[src/rtl/dvi_video_timing.sv]
// DVI raster timing: counters drive a combinational pixel-fetch request, sync/DE/RGB follow one cycle later.
// Latency: 1 cycle from request to encoder outputs; no backpressure, the pixel source must answer every cycle.
module dvi_video_timing #(
    parameter int H_ACTIVE = 640,
    parameter int H_FP     = 16,
    parameter int H_SYNC   = 96,
    parameter int H_BP     = 48,
    parameter int V_ACTIVE = 480,
    parameter int V_FP     = 10,
    parameter int V_SYNC   = 2,
    parameter int V_BP     = 33,
    parameter bit HS_POL   = 1'b0,
    parameter bit VS_POL   = 1'b0
) (
    input  logic        clk,
    input  logic        reset,
    output logic        req_valid,
    output logic [10:0] req_x,
    output logic [10:0] req_y,
    input  logic [23:0] pix_data,
    output logic        DE,
    output logic        hsync,
    output logic        vsync,
    output logic [7:0]  red,
    output logic [7:0]  green,
    output logic [7:0]  blue,
    output logic        line_start,
    output logic        frame_start
);
    localparam int H_TOTAL = H_ACTIVE + H_FP + H_SYNC + H_BP;
    localparam int V_TOTAL = V_ACTIVE + V_FP + V_SYNC + V_BP;

    localparam logic [10:0] H_ACT   = 11'(H_ACTIVE);
    localparam logic [10:0] V_ACT   = 11'(V_ACTIVE);
    localparam logic [10:0] H_LAST  = 11'(H_TOTAL - 1);
    localparam logic [10:0] V_LAST  = 11'(V_TOTAL - 1);
    localparam logic [10:0] HS_BEG  = 11'(H_ACTIVE + H_FP);
    localparam logic [10:0] HS_END  = 11'(H_ACTIVE + H_FP + H_SYNC);
    localparam logic [10:0] VS_BEG  = 11'(V_ACTIVE + V_FP);
    localparam logic [10:0] VS_END  = 11'(V_ACTIVE + V_FP + V_SYNC);

    logic [10:0] h_cnt;
    logic [10:0] v_cnt;
    logic        hs_on;
    logic        vs_on;

    assign req_valid = (h_cnt < H_ACT) && (v_cnt < V_ACT);
    assign req_x     = h_cnt;
    assign req_y     = v_cnt;

    assign hs_on = (h_cnt >= HS_BEG) && (h_cnt < HS_END);
    assign vs_on = (v_cnt >= VS_BEG) && (v_cnt < VS_END);

    always_ff @(posedge clk or negedge reset) begin
        if (!reset) begin
            h_cnt       <= '0;
            v_cnt       <= '0;
            DE          <= 1'b0;
            hsync       <= ~HS_POL;
            vsync       <= ~VS_POL;
            line_start  <= 1'b0;
            frame_start <= 1'b0;
        end else begin
            if (h_cnt == H_LAST) begin
                h_cnt <= '0;
                v_cnt <= (v_cnt == V_LAST) ? 11'd0 : v_cnt + 11'd1;
            end else begin
                h_cnt <= h_cnt + 11'd1;
            end
            DE          <= req_valid;
            hsync       <= hs_on ? HS_POL : ~HS_POL;
            vsync       <= vs_on ? VS_POL : ~VS_POL;
            line_start  <= (h_cnt == 11'd0);
            frame_start <= (h_cnt == 11'd0) && (v_cnt == 11'd0);
        end
    end

    // The source's registered answer arrives in the same cycle as the registered DE,
    // so gating here keeps RGB aligned with sync and ignores pix_data outside DE.
    assign {red, green, blue} = DE ? pix_data : 24'h0;
endmodule
[config.mk]
export PLATFORM = sky130hd
export DESIGN_NAME = dvi_video_timing
export DESIGN_NICKNAME = d
export VERILOG_FILES = /design/src/rtl/dvi_video_timing.sv
export SDC_FILE = /design/constraint.sdc
export NUM_CORES = 1
export LEC_CHECK = 0
export CELL_PAD_IN_SITES_DETAIL_PLACEMENT = 1
export CELL_PAD_IN_SITES_GLOBAL_PLACEMENT = 2
export CORE_ASPECT_RATIO = 1.5
export CORE_MARGIN = 8
export CORE_UTILIZATION = 22
export CTS_CLUSTER_DIAMETER = 60
export DETAILED_ROUTE_END_ITERATION = 12
export PLACE_DENSITY = 0.85
export REMOVE_ABC_BUFFERS = 1
export SYNTH_ARGS = -nofsm -noshare
export SYNTH_HDL_FRONTEND = slang
export SYNTH_SLANG_ARGS = --single-unit
[constraint.sdc]
create_clock -name clk -period 2.7 [get_ports clk]
set_clock_uncertainty 0.1 [all_clocks]
set_input_delay 0.54 -clock clk [delete_from_list [all_inputs] [get_ports clk]]
set_output_delay 0.54 -clock clk [all_outputs]
set_load 0.05 [all_outputs]
==> results of run 1 <==
## report_power, final
| group | leakage (µW) | total, µW | internal [µW] | switching [µW] |
|---|---|---|---|---|
| clock network | 0.0000255 | 240 | 104 | 136 |
| registers | 0.000351 | 404 | 404 | 0 |
| logic | 0.000652 | 156 | 64.5 | 91.4 |
## metal layers
metal  track usage  part of all wire  vias up
li1              -                 -      675
met1         0.112              0.38      688
met2         0.173              0.47       70
met3        0.0287              0.13        4
met4        0.0435             0.012        0
met5             0                 0        -
## stage by stage
stage / std cells / setup slack, ns / cell area (µm²) / power, µW / hold slack (ns)
finish: 306 / 0.213 / 2310 / 800 / 0.419
global route: 306 / 0.0292 / 2310 / 832 / 0.452
CTS: 306 / 0.196 / 2310 / 809 / 0.426
detailed placement: 302 / 0.429 / 2270 / 570 / 0.409
global placement: 302 / 0.491 / 2270 / 569 / 0.399
floorplan: 146 / -0.478 / 1430 / 493 / 0.144
## worst max-delay path, stage by stage, from the launching register on
cell	delay, ns
dfrtp_1	0.45
and3_1	0.22
nand2_1	0.13
nand2_1	0.06
nor4_1	0.48
buf_12	0.22
## cell usage in the layout, fill, tap and decap left out, types with 4 or more instances in the layout
cell type,synthesis,layout
clkdlybuf4s50_1,0,52
buf_4,0,27
dfrtp_1,25,25
and2_1,24,24
nor2_1,12,12
nand3_1,11,11
nand2_1,10,10
xor2_1,9,9
inv_1,5,5
nand4_1,5,5
xnor2_1,5,5
nor3_1,4,4
and3_1,4,4
o21ai_0,4,4
ha_1,4,4
## state kept, by name (all words and copies together), names as in the netlist
name         flops
DE               1
frame_start      1
hsync            1
line_start       1
req_x           11
req_y           11
vsync            1
## logic make-up (layout without fill, tap and decap cells)
family	count (synthesis)	in the layout	share of synthesized area
adders and majority gates	4	4	0.0344
and+or+nand+nor	88	88	0.351
AOI/OAI and AO/OA	8	8	0.0335
buffers and inverters	10	89	0.0310
DFF	27	27	0.466
xor gates and xnor gates	14	14	0.0843
## how the worst min path moves through the flow
stage | start | to | slack, ns | depth (start not counted)
6_report | req_y[8]$_DFFE_PN0N_ | req_y[8]$_DFFE_PN0N_ | 0.42 | 1
4_1_cts | req_y[8]$_DFFE_PN0N_ | req_y[8]$_DFFE_PN0N_ | 0.43 | 1
3_5_place_dp | req_y[8]$_DFFE_PN0N_ | req_y[8]$_DFFE_PN0N_ | 0.41 | 1
2_1_floorplan | reset | DE$_DFF_PN0_ | 0.14 | 0
3_3_place_gp | req_y[8]$_DFFE_PN0N_ | req_y[8]$_DFFE_PN0N_ | 0.40 | 1
5_1_grt | req_y[8]$_DFFE_PN0N_ | req_y[8]$_DFFE_PN0N_ | 0.45 | 1
## final cells by class
type,count,share of cell area
tap,76,0.0411
multi-input combinational,114,0.316
clock inverter,1,0.00216
timing repair buffer,80,0.321
inverter,5,0.00811
sequential,27,0.293
clock buffer,3,0.0178
==> key figures, run 1 <==
Critical path
  – Reg2reg start: req_x[1]$_DFF_PN0_
  – R2R depth: 5
  – Kind of critical path: flip-flop to output port
  – Required time worst endpoint: just over 2 ns
  – CP max FO: 6
  – Arr. time, crit path: roughly 1.9 ns
  – Reg2reg end: req_y[9]$_DFFE_PN0N_
  – Register-to-register setup slack: 0.42 ns
  – CP startpoint kind: flip-flop
  – Setup crit start: req_y[6]$_DFFE_PN0N_
  – CP endpoint: req_valid
  – Setup crit end kind: output port

Timing
  – Final setup TNS: 0 ns
  – Period utilisation layout: 0.921
  – RSZ-0062 raised after global routing: no
  – Hold Fails Final Rpt: 0
  – Worst slew pin tran: 0.727 ns
  – Final min period: ~2.5 ns
  – Achievable clock frequency: 0.402 GHz
  – Slew headroom: 0.513
  – Slew Limit Fails: 0
  – Final setup vio count: 0

Yosys
  – Ys async rst share: 1.00
  – Avg Inst Size Synth: 9.64 µm²
  – Register bit total from synthesis: 27
  – Most area-consuming cells after synthesis: dfrtp_1, and2_1, xor2_1, nand3_1, dfstp_2
  – Post-synthesis cell count: approximately 150
  – Cell taking the most area after synthesis: dfrtp_1
  – Top cell type's share of synthesized area: 0.430
  – Most used DFF post-synth: dfrtp_1
  – EDFF count, synth: 0
  – Netlist cell types: 32
  – Register area share after synthesis: 0.466
  – Yosys warning count: 0
  – Mapped cell area: between 1000 and 1500 µm²
  – Synth cell count leaders: dfrtp_1, and2_1, nor2_1, nand3_1, nand2_1
  – Count leader, synth: dfrtp_1

GRT
  – First-pass GRT wire length: approximately 7.7 mm
  – Initial antenna violation count: 0
  – Pin count of the biggest net entering global routing: 23
  – GRT Residual Overflow: 0
  – GRT Util Overall: 0.101
  – Number of global-route vias before repair: between 1000 and 1500

Final layout
  – Post-layout util: 0.359
  – Ant diodes: 0
  – Sequential Area: around 680 µm²
  – Final #Nets: 261
  – Layout cells sized above 1: 0.170
  – Filler cells: 755
  – Area growth from synthesis to layout: 59.0%
  – Multi-input logic area: 732 µm²

Clocking
  – Worst-skew pair later-pin latency: ~0.28 ns
  – TritonCTS clock tree: yes
  – Clock sinks: 27
  – Root buf cell: clkbuf_8
  – # resized after CTS: 0
  – CTS H-tree lvls: 1
  – Clock transition at the registers of the reported paths: 0.10 ns
  – CTS buffer count: 3
  – Setup Buffers After CTS: 0
  – Post-CTS Hold Buffers: 0
  – Maximum clock path buffer count: 2

Power and ir drop
  – Power density over cell area: about 350 nW/µm²
  – Leak pwr: roughly 0.0010 µW
  – Maximum vdd ir drop: approximately 160 µV

Floorplanning
  – I/O pin cnt: 78
  – Starting density of the core: 0.226
  – Rows: 36
  – Die height: 116 µm
  – Die X: approximately 82 µm
  – Core Box Area: 6440 µm²
  – Die area: 9530 µm²

Detailed routing
  – Avg WL per Cell: 16.2 µm
  – DRC viols: 0
  – Final ANT Viol Nets: 0
  – Via count: between 1000 and 1500
  – Post-Route WL: between 4 and 5 mm
  – Via/cell ratio: around 4.7
  – Initial drt markers: 27
  – 1st-pass router iterations: 3

Place
  – Detailed placement HPWL: around 4.0 mm
  – IO Port Bufs: a little under 80
  – Gpl congestion: 0.777

Hold path
  – HP Class: flip-flop to flip-flop

Run status
  – Status: finished, final reports clean

Job
  – Max-Cap Viols: 0
(Power assumes the default switching activity.)
==> run 2, diff against run 1 <==
- ABC_AREA: unset -> 1
- CORE_UTILIZATION: 22 -> 21
- PLACE_DENSITY: 0.85 -> 0.83
==> run 2 against run 1 <==
Net effect: critical path depth down 4; clock-buffer cell count unchanged; global-route usage up 0.24 points; largest power group unchanged; non-clock buffer count down 1; synthesized cell count up 55%; core utilization down 3.2 points; design area up 12%; sequential power about the same; clock power up 47%.
==> key figures, run 2 <==
Yosys
  – Count leader, synth: nand2_1
  – Most area-consuming cells after synthesis: dfrtp_1, nand2_1, inv_1, nor2_1, nand3_1
  – Top cell type's share of synthesized area: 0.371
  – Yosys warning count: 0
  – Ys async rst share: 1.00
  – Cell taking the most area after synthesis: dfrtp_1
  – Netlist cell types: 27
  – Post-synthesis cell count: roughly 230
  – Register bit total from synthesis: 27
  – Register area share after synthesis: 0.402
  – Synth cell count leaders: nand2_1, inv_1, dfrtp_1, nor2_1, nand3_1
  – EDFF count, synth: 0
  – Avg Inst Size Synth: a little over 7 µm²
  – Mapped cell area: ~1700 µm²
  – Most used DFF post-synth: dfrtp_1

Place
  – Detailed placement HPWL: approximately 4.6 mm
  – IO Port Bufs: just under 80
  – Gpl congestion: about 0.73
  – Worst Setup Slack post-DPL: 0.713 ns
  – Dpl cell area: about 2500 µm²

Critical path
  – Stages on the worst setup path: 1
  – Critical path, cell by cell: clkdlybuf4s50_1
  – Crit path buf inv count: 1
  – Kind of critical path: flip-flop to output port
  – Setup crit end kind: output port
  – Critical path's slowest cell: clkdlybuf4s50_1
  – R2R depth: 8
  – CP top delay family: buffers and inverters
  – CP max FO: 9
  – Arr. time, crit path: between 1.5 and 2 ns
  – Required time worst endpoint: about 2.1 ns
  – CP startpoint kind: flip-flop
  – CP peak stage delay: roughly 0.86 ns

Clocking
  – Maximum clock path buffer count: 2
  – Clock transition at the registers of the reported paths: roughly 0.07 ns
  – Clock sinks: 27
  – Setup Buffers After CTS: 0
  – Root buf cell: clkbuf_16
  – CTS buffer count: 3
  – CTS H-tree lvls: 1
  – Post-CTS Hold Buffers: 0
  – TritonCTS clock tree: yes
  – Worst-skew pair later-pin latency: 0.26 ns
  – # resized after CTS: 0

Final layout
  – Post-layout util: 0.327
  – Area growth from synthesis to layout: 53.2%
  – Most frequent cells in the layout: nand2_1, clkdlybuf4s50_1, inv_1
  – Final #Nets: between 300 and 400
  – Final Cell Area: ~2600 µm²
  – Commonest non-fill, non-tap cell in the layout: nand2_1
  – Layout cells sized above 1: 0.138
  – Filler cells: between 1000 and 1500
  – Ant diodes: 0

Detailed routing
  – Via count: 1713
  – Post-Route WL: about 5.6 mm
  – Via/cell ratio: roughly 4
  – Final ANT Viol Nets: 0
  – Avg WL per Cell: approximately 14 µm
  – 1st-pass router iterations: 4
  – Initial drt markers: slightly above 40
  – DRC viols: 0

Floorplanning
  – Die X: a little under 90 µm
  – Die height: between 100 and 150 µm
  – Core Box Area: about 7900 µm²
  – Rows: 40
  – Die area: 11200 µm²
  – I/O pin cnt: between 70 and 80
  – Starting density of the core: 0.213

Timing
  – Slew headroom: 0.622
  – Slew Limit Fails: 0
  – Period utilisation layout: 0.841
  – Achievable clock frequency: 0.440 GHz
  – Hold Fails Final Rpt: 0
  – RSZ-0062 raised after global routing: no
  – Final setup TNS: 0 ns
  – PnR worst setup slack: 0.428 ns
  – Final min period: 2.27 ns
  – Worst slew pin tran: about 0.56 ns
  – Final setup vio count: 0

Power and ir drop
  – Power density over cell area: about 350 nW/µm²
  – Leak pwr: approximately 0.0013 µW
  – Overall power: about 920 µW
  – Maximum vdd ir drop: about 210 µV

GRT
  – First-pass GRT wire length: 9.38 mm
  – GRT Util Overall: 0.104
  – Initial antenna violation count: 0
  – GRT Residual Overflow: 0
  – Number of global-route vias before repair: 1896
  – Pin count of the biggest net entering global routing: 28

Run status
  – Status: finished, final reports clean

Hold path
  – WHS Path Cells: 2
  – HP Class: flip-flop to flip-flop

Job
  – Max-Cap Viols: 0
==> run 2: changes by cell type in the layout (fill, tap and decap cells not counted), moves of 11 or more <==
| cell | previous run | this run |
|---|---|---|
| nand2_1 | 10 | 61 |
| and2_1 | 24 | 0 |
| inv_1 | 5 | 50 |
| nor2_1 | 12 | 23 |
==> run 2: cells by family (layout without fill, tap and decap cells) <==
kind of cell / after synthesis / after routing / synth area share
AND/OR/NAND/NOR: 122 / 122 / 0.331
AO/OA/AOI/OAI: 14 / 14 / 0.0512
XOR/XNOR: 9 / 9 / 0.0467
adder cells (fa/ha/maj): 4 / 4 / 0.0297
flip-flops: 27 / 27 / 0.402
buffers and inverters: 58 / 135 / 0.139
==> run 2: power breakdown <==
part	total (µW)	switching (µW)	internal, µW
sequential	404	0	404
clock	354	149	205
combinational	159	97.4	62.1
==> run 2: worst min-delay path: cells and delay by family, from the launching register on <==
kind	cells	cell delay, ns
simple gates	1	0.06
compound gates	1	0.06
flops	1	0.37
==> run 2: routing by layer <==
metal	share of wire	track usage	wire length [µm]	vias up
met4	0.0043	0.0236	24	0
li1	-	-	-	868
met2	0.49	0.184	2770	59
met5	0	0	0	-
met3	0.082	0.0267	460	2
met1	0.42	0.118	2390	784
==> run 2: metrics by stage <==
step / std cells / hold slack (ns)
2_1_floorplan: 228 / 0.144
3_3_place_gp: 412 / 0.414
3_5_place_dp: 412 / 0.416
4_1_cts: 416 / 0.434
5_1_grt: 416 / 0.484
6_report: 416 / 0.423
==> run 2: path summary, 6_finish.rpt <==
kind,slack [ns],end,start
worst min register to register,0.42,req_x[10]$_DFF_PN0_,req_x[10]$_DFF_PN0_
min in group asynchronous,0.55,req_x[6]$_DFF_PN0_,reset
worst min-delay path,0.42,req_x[10]$_DFF_PN0_,req_x[10]$_DFF_PN0_
worst max-delay path,0.43,req_y[2],req_y[2]$_DFFE_PN0N_
max in group asynchronous,1.64,vsync$_DFF_PN1_,reset
worst max register to register,0.94,req_y[6]$_DFFE_PN0N_,req_x[0]$_DFF_PN0_
==> run 2: cell type report <==
type                       instances  area (µm²)  area share
clock buffer                       3        75.1      0.0290
tap                              105         131      0.0508
clock inverter                     1        8.76     0.00339
timing repair buffer              79         723       0.280
sequential                        27         678       0.262
multi-input combinational        149         774       0.299
inverter                          52         195      0.0755
==> RTL edit 1, RTL diff (config.mk and constraints of run 2) <==
`HS_POL`: 1'b0 -> 1'b1.
--- a/src/rtl/dvi_video_timing.sv
+++ b/src/rtl/dvi_video_timing.sv
@@ -9,7 +9,7 @@
     parameter int V_FP     = 10,
     parameter int V_SYNC   = 2,
     parameter int V_BP     = 33,
-    parameter bit HS_POL   = 1'b0,
+    parameter bit HS_POL   = 1'b1,
     parameter bit VS_POL   = 1'b0
 ) (
     input  logic        clk,
Formal check against the unedited RTL: not equivalent (Yosys sat finds a counterexample within 4 cycles, from zero or initial values and one cycle with reset low).
==> RTL edit 1 against run 2 <==
Sequential share of layout area shrank 0.11 points. Sequential cell count is the same. Critical path depth is the same. Setup slack gained 0.013 ns. Total power grew 0.20%. Wire length grew 5.1%. Design area grew 0.24%. Largest power group unchanged. Synthesized area shrank 2.3%. Via count grew 5.4%.
==> RTL edit 1: results (changes against run 2) <==
STA
  – Rel. slew slack: 0.647 (was 0.622)
  – Final worst slack: 0.441 ns (was 0.428 ns)

Placement
  – Post-Place Setup Slack: 0.732 ns (was 0.713 ns)
  – Placer Congestion: 0.766 (was 0.732)
  – Post-DP HPWL: 4880 um (was 4560 um)
  – Post-place instance area: 0.00251 mm^2 (was 0.00250 mm^2)

Status
  – Status: completed (unchanged)

Layout
  – Layout fillers: 969 (was 1012)
  – Finished Core Util: 0.341 (was 0.327)
  – Multi-input gate area: 747 um^2 (was 774 um^2)
  – Final Net Count: 346 (was 342)
  – Non-clock buffer share: 0.294 (was 0.280)
  – Clock-cell share: 0.0319 (was 0.0324)
  – Non-clk bufs: 81 (was 79)
  – Ratio of cells with drive above 1 in the final layout: 0.124 (was 0.138)
  – Multi-input gates: 151 (was 149)

Synth
  – Post-synthesis sequential area ratio: 0.410 (was 0.402)
  – Avg Inst Size Synth: 7.05 um^2 (was 7.21 um^2)
  – Synth cell types: 24 (was 27)
  – Synth top area cells: dfrtp_1, nand2_1, inv_1 (unchanged)

Critical path
  – Worst-path maximum fanout: 7 (was 9)

Drt
  – Met3 WL: 470 um (was 460 um)
  – Routed length per instance: 14.2 um (was 13.6 um)
  – Met2 Routed Length: 2930 um (was 2770 um)
  – Initial DRC count: 56 (was 41)
  – Total wire length: 5920 um (was 5640 um)

Pwr
  – Clock share of power: 0.384 (was 0.386)
  – Worst ir drop on vdd: 0.161 mV (was 0.215 mV)
  – Pleak: 0.00136 uW (was 0.00134 uW)

Global routing
  – Total GRT Usage: 0.109 (was 0.104)
  – M1 GR Usage: 0.122 (was 0.118)
  – First-pass GRT wire length: 9690 um (was 9380 um)

Hold path
  – Worst Hold End: req_x[0] (was req_x[10])
==> RTL edit 1: cell types whose count changed after synthesis, moves of 2 or more <==
| cell | run 2 | this run |
|---|---|---|
| nand3_1 | 15 | 19 |
| inv_2 | 2 | 0 |
| o21ai_0 | 4 | 9 |
| xor2_1 | 8 | 5 |
| nand2_1 | 61 | 69 |
| buf_2 | 2 | 0 |
| inv_1 | 50 | 52 |
| nor2_1 | 23 | 18 |
| nand3_2 | 2 | 0 |
| o21ai_1 | 3 | 1 |
| nor4_1 | 0 | 2 |
==> RTL edit 1: logic make-up (layout without fill, tap and decap cells) <==
group	count (synthesis)	count (layout)	share of synthesized area
AO/OA/AOI/OAI	13	13	0.0432
XOR/XNOR	6	6	0.0319
adder cells (fa/ha/maj)	4	4	0.0304
flip-flops	27	27	0.410
AND/OR/NAND/NOR	128	128	0.348
buffers and inverters	56	137	0.137
==> RTL edit 2, RTL diff (config.mk and constraints of run 2) <==
Without the edit above. One comparison of `v_cnt` changes from == to >=.
--- a/src/rtl/dvi_video_timing.sv
+++ b/src/rtl/dvi_video_timing.sv
@@ -63,7 +63,7 @@
         end else begin
             if (h_cnt == H_LAST) begin
                 h_cnt <= '0;
-                v_cnt <= (v_cnt == V_LAST) ? 11'd0 : v_cnt + 11'd1;
+                v_cnt <= (v_cnt >= V_LAST) ? 11'd0 : v_cnt + 11'd1;
             end else begin
                 h_cnt <= h_cnt + 11'd1;
             end
Function: same outputs for any inputs over 10 cycles, from zero or initial values and one cycle with reset low; that may be too few to reach the edited logic, so the function may still have changed.
==> RTL edit 2 against run 2 <==
Design area fell by 0.97%. Sequential share of layout area up 0.26 points. Largest power group unchanged. Count of clock-buffer cells in the layout is the same. Total power shrank 0.62%. Setup slack lost 0.037 ns. Wire length up 3.2%. Synthesized area shrank 1.6%. Sequential cell count is the same. Non-clock buffer count did not move.
==> RTL edit 2: results (changes against run 2) <==
Layout
  – Antenna diodes: 0 (unchanged)
  – Final Net Count: 345 (was 342)
  – Ratio of cells with drive above 1 in the final layout: 0.134 (was 0.138)

Synth
  – Synth top area cells: dfrtp_1, nand2_1, inv_1 (unchanged)
  – Cell count after synthesis: 236 (was 234)
  – Top FF cell, synth: dfrtp_1 (unchanged)
  – Post-synthesis sequential area ratio: 0.408 (was 0.402)
  – Synth cell types: 25 (was 27)
  – Commonest cells in the netlist: nand2_1, inv_1, nor2_1 (was nand2_1, inv_1, dfrtp_1)

Global routing
  – Total GRT Usage: 0.107 (was 0.104)
  – Initial antenna violation count: 0 (unchanged)
  – Via count of the first global-routing pass: 1808 (was 1896)
  – First-pass GRT wire length: 9360 um (was 9380 um)
  – Largest net degree at the start of global routing: 28 (unchanged)

Clocking
  – Cts repair resizes: 0 (unchanged)
  – Clock transition at path regs: 0.07 ns (about the same)
  – CTS buffer count: 3 (unchanged)

Placement
  – Post-place instance area: 0.00248 mm^2 (was 0.00250 mm^2)
  – Port Buf Inserts: 77 (unchanged)
  – Post-DP HPWL: 4700 um (was 4560 um)
  – Post-Place Setup Slack: 0.687 ns (was 0.713 ns)
  – Placer Congestion: 0.743 (was 0.732)
  – Placed cells: 412 (unchanged)

Critical path
  – Flop2flop setup slack: 1.07 ns (was 0.94 ns)
  – Crit path to: req_y[3] (was req_y[2])
  – Worst-path maximum fanout: 8 (was 9)
  – Crit-path max cell delay: 0.87 ns
  – Critical R2R Capture: req_y[0] (was req_y[6])
  – Critical path origin: req_y[3] (was req_y[2])
  – CP Data Arrival Time: 1.67 ns (was 1.63 ns)
  – R2R depth: 8 (unchanged)

STA
  – Tmin final: 2.31 ns (was 2.27 ns)
  – Slew at the pin with the worst max-slew slack: 0.720 ns (was 0.564 ns)
  – Final TNS setup: 0 ns (unchanged)

Drt
  – Via count: 1725 (was 1713)
  – Initial DRC count: 48 (was 41)
  – TritonRoute pass-1 iters: 3 (was 4)
  – Routed length per instance: 14.0 um (was 13.6 um)

Pwr
  – Pleak: 0.00135 uW (was 0.00134 uW)
  – Worst ir drop on vdd: 0.216 mV (was 0.215 mV)

Status
  – Status: completed (unchanged)

Floorplanning
  – Core area: 0.00766 mm^2 (was 0.00791 mm^2)
==> RTL edit 2: cell count changes after synthesis, sizes merged <==
cell     before  now
xor2          8    9
clkbuf        2    3
xnor2         1    0
o2111ai       0    1
o211ai        1    0
nand3b        2    3
nor2         26   30
nand2        61   69
nand4         7    5
nor3          8    3
o21ai         9    5
buf           4    2
a311oi        1    0
nor4          0    2
==> RTL edit 2: cell families (layout without fill, tap and decap cells) <==
family	Yosys count	count (layout)	synth area share
flip-flops	27	27	0.408
AND/OR/NAND/NOR	130	130	0.346
adder cells (fa/ha/maj)	4	4	0.0301
buffers and inverters	57	135	0.135
XOR/XNOR	9	9	0.0474
AO/OA/AOI/OAI	9	9	0.0331
==> RTL edit 2: layout make-up <==
class                      count  area, um^2
clock buffer                   3        75.1
clock inverter                 1        5.00
fill                         960        5100
inverter                      52         195
multi-input combinational    152         759
sequential                    27         678
tap                          102         128
timing repair buffer          79         721
==> RTL edit 2: routing by layer <==
layer / GRT usage / wire, um / part of all wire
met1: 0.111 / 2160 / 0.37
met2: 0.202 / 3300 / 0.57
met3: 0.0223 / 268 / 0.046
met4: 0.0320 / 94 / 0.016
met5: 0 / 0 / 0
==> RTL edit 2: worst min path at each step <==
stage	startpoint	to	slack [ns]	cells past startpoint
6_report	req_x[0]	req_x[0]	0.41	1
5_1_grt	req_x[0]	req_x[0]	0.46	1
4_1_cts	req_x[0]	req_x[0]	0.43	1
3_5_place_dp	req_x[10]	DE	0.42	1
3_3_place_gp	req_x[0]	req_x[0]	0.41	1
2_1_floorplan	reset	DE	0.14	0
==> RTL edit 2: where the power goes <==
group          internal (uW)  total [uW]  switching (uW)
Clock                    200         347             147
Combinational           61.9         160            98.4
Sequential               404         404               0
Total                    666         912             245
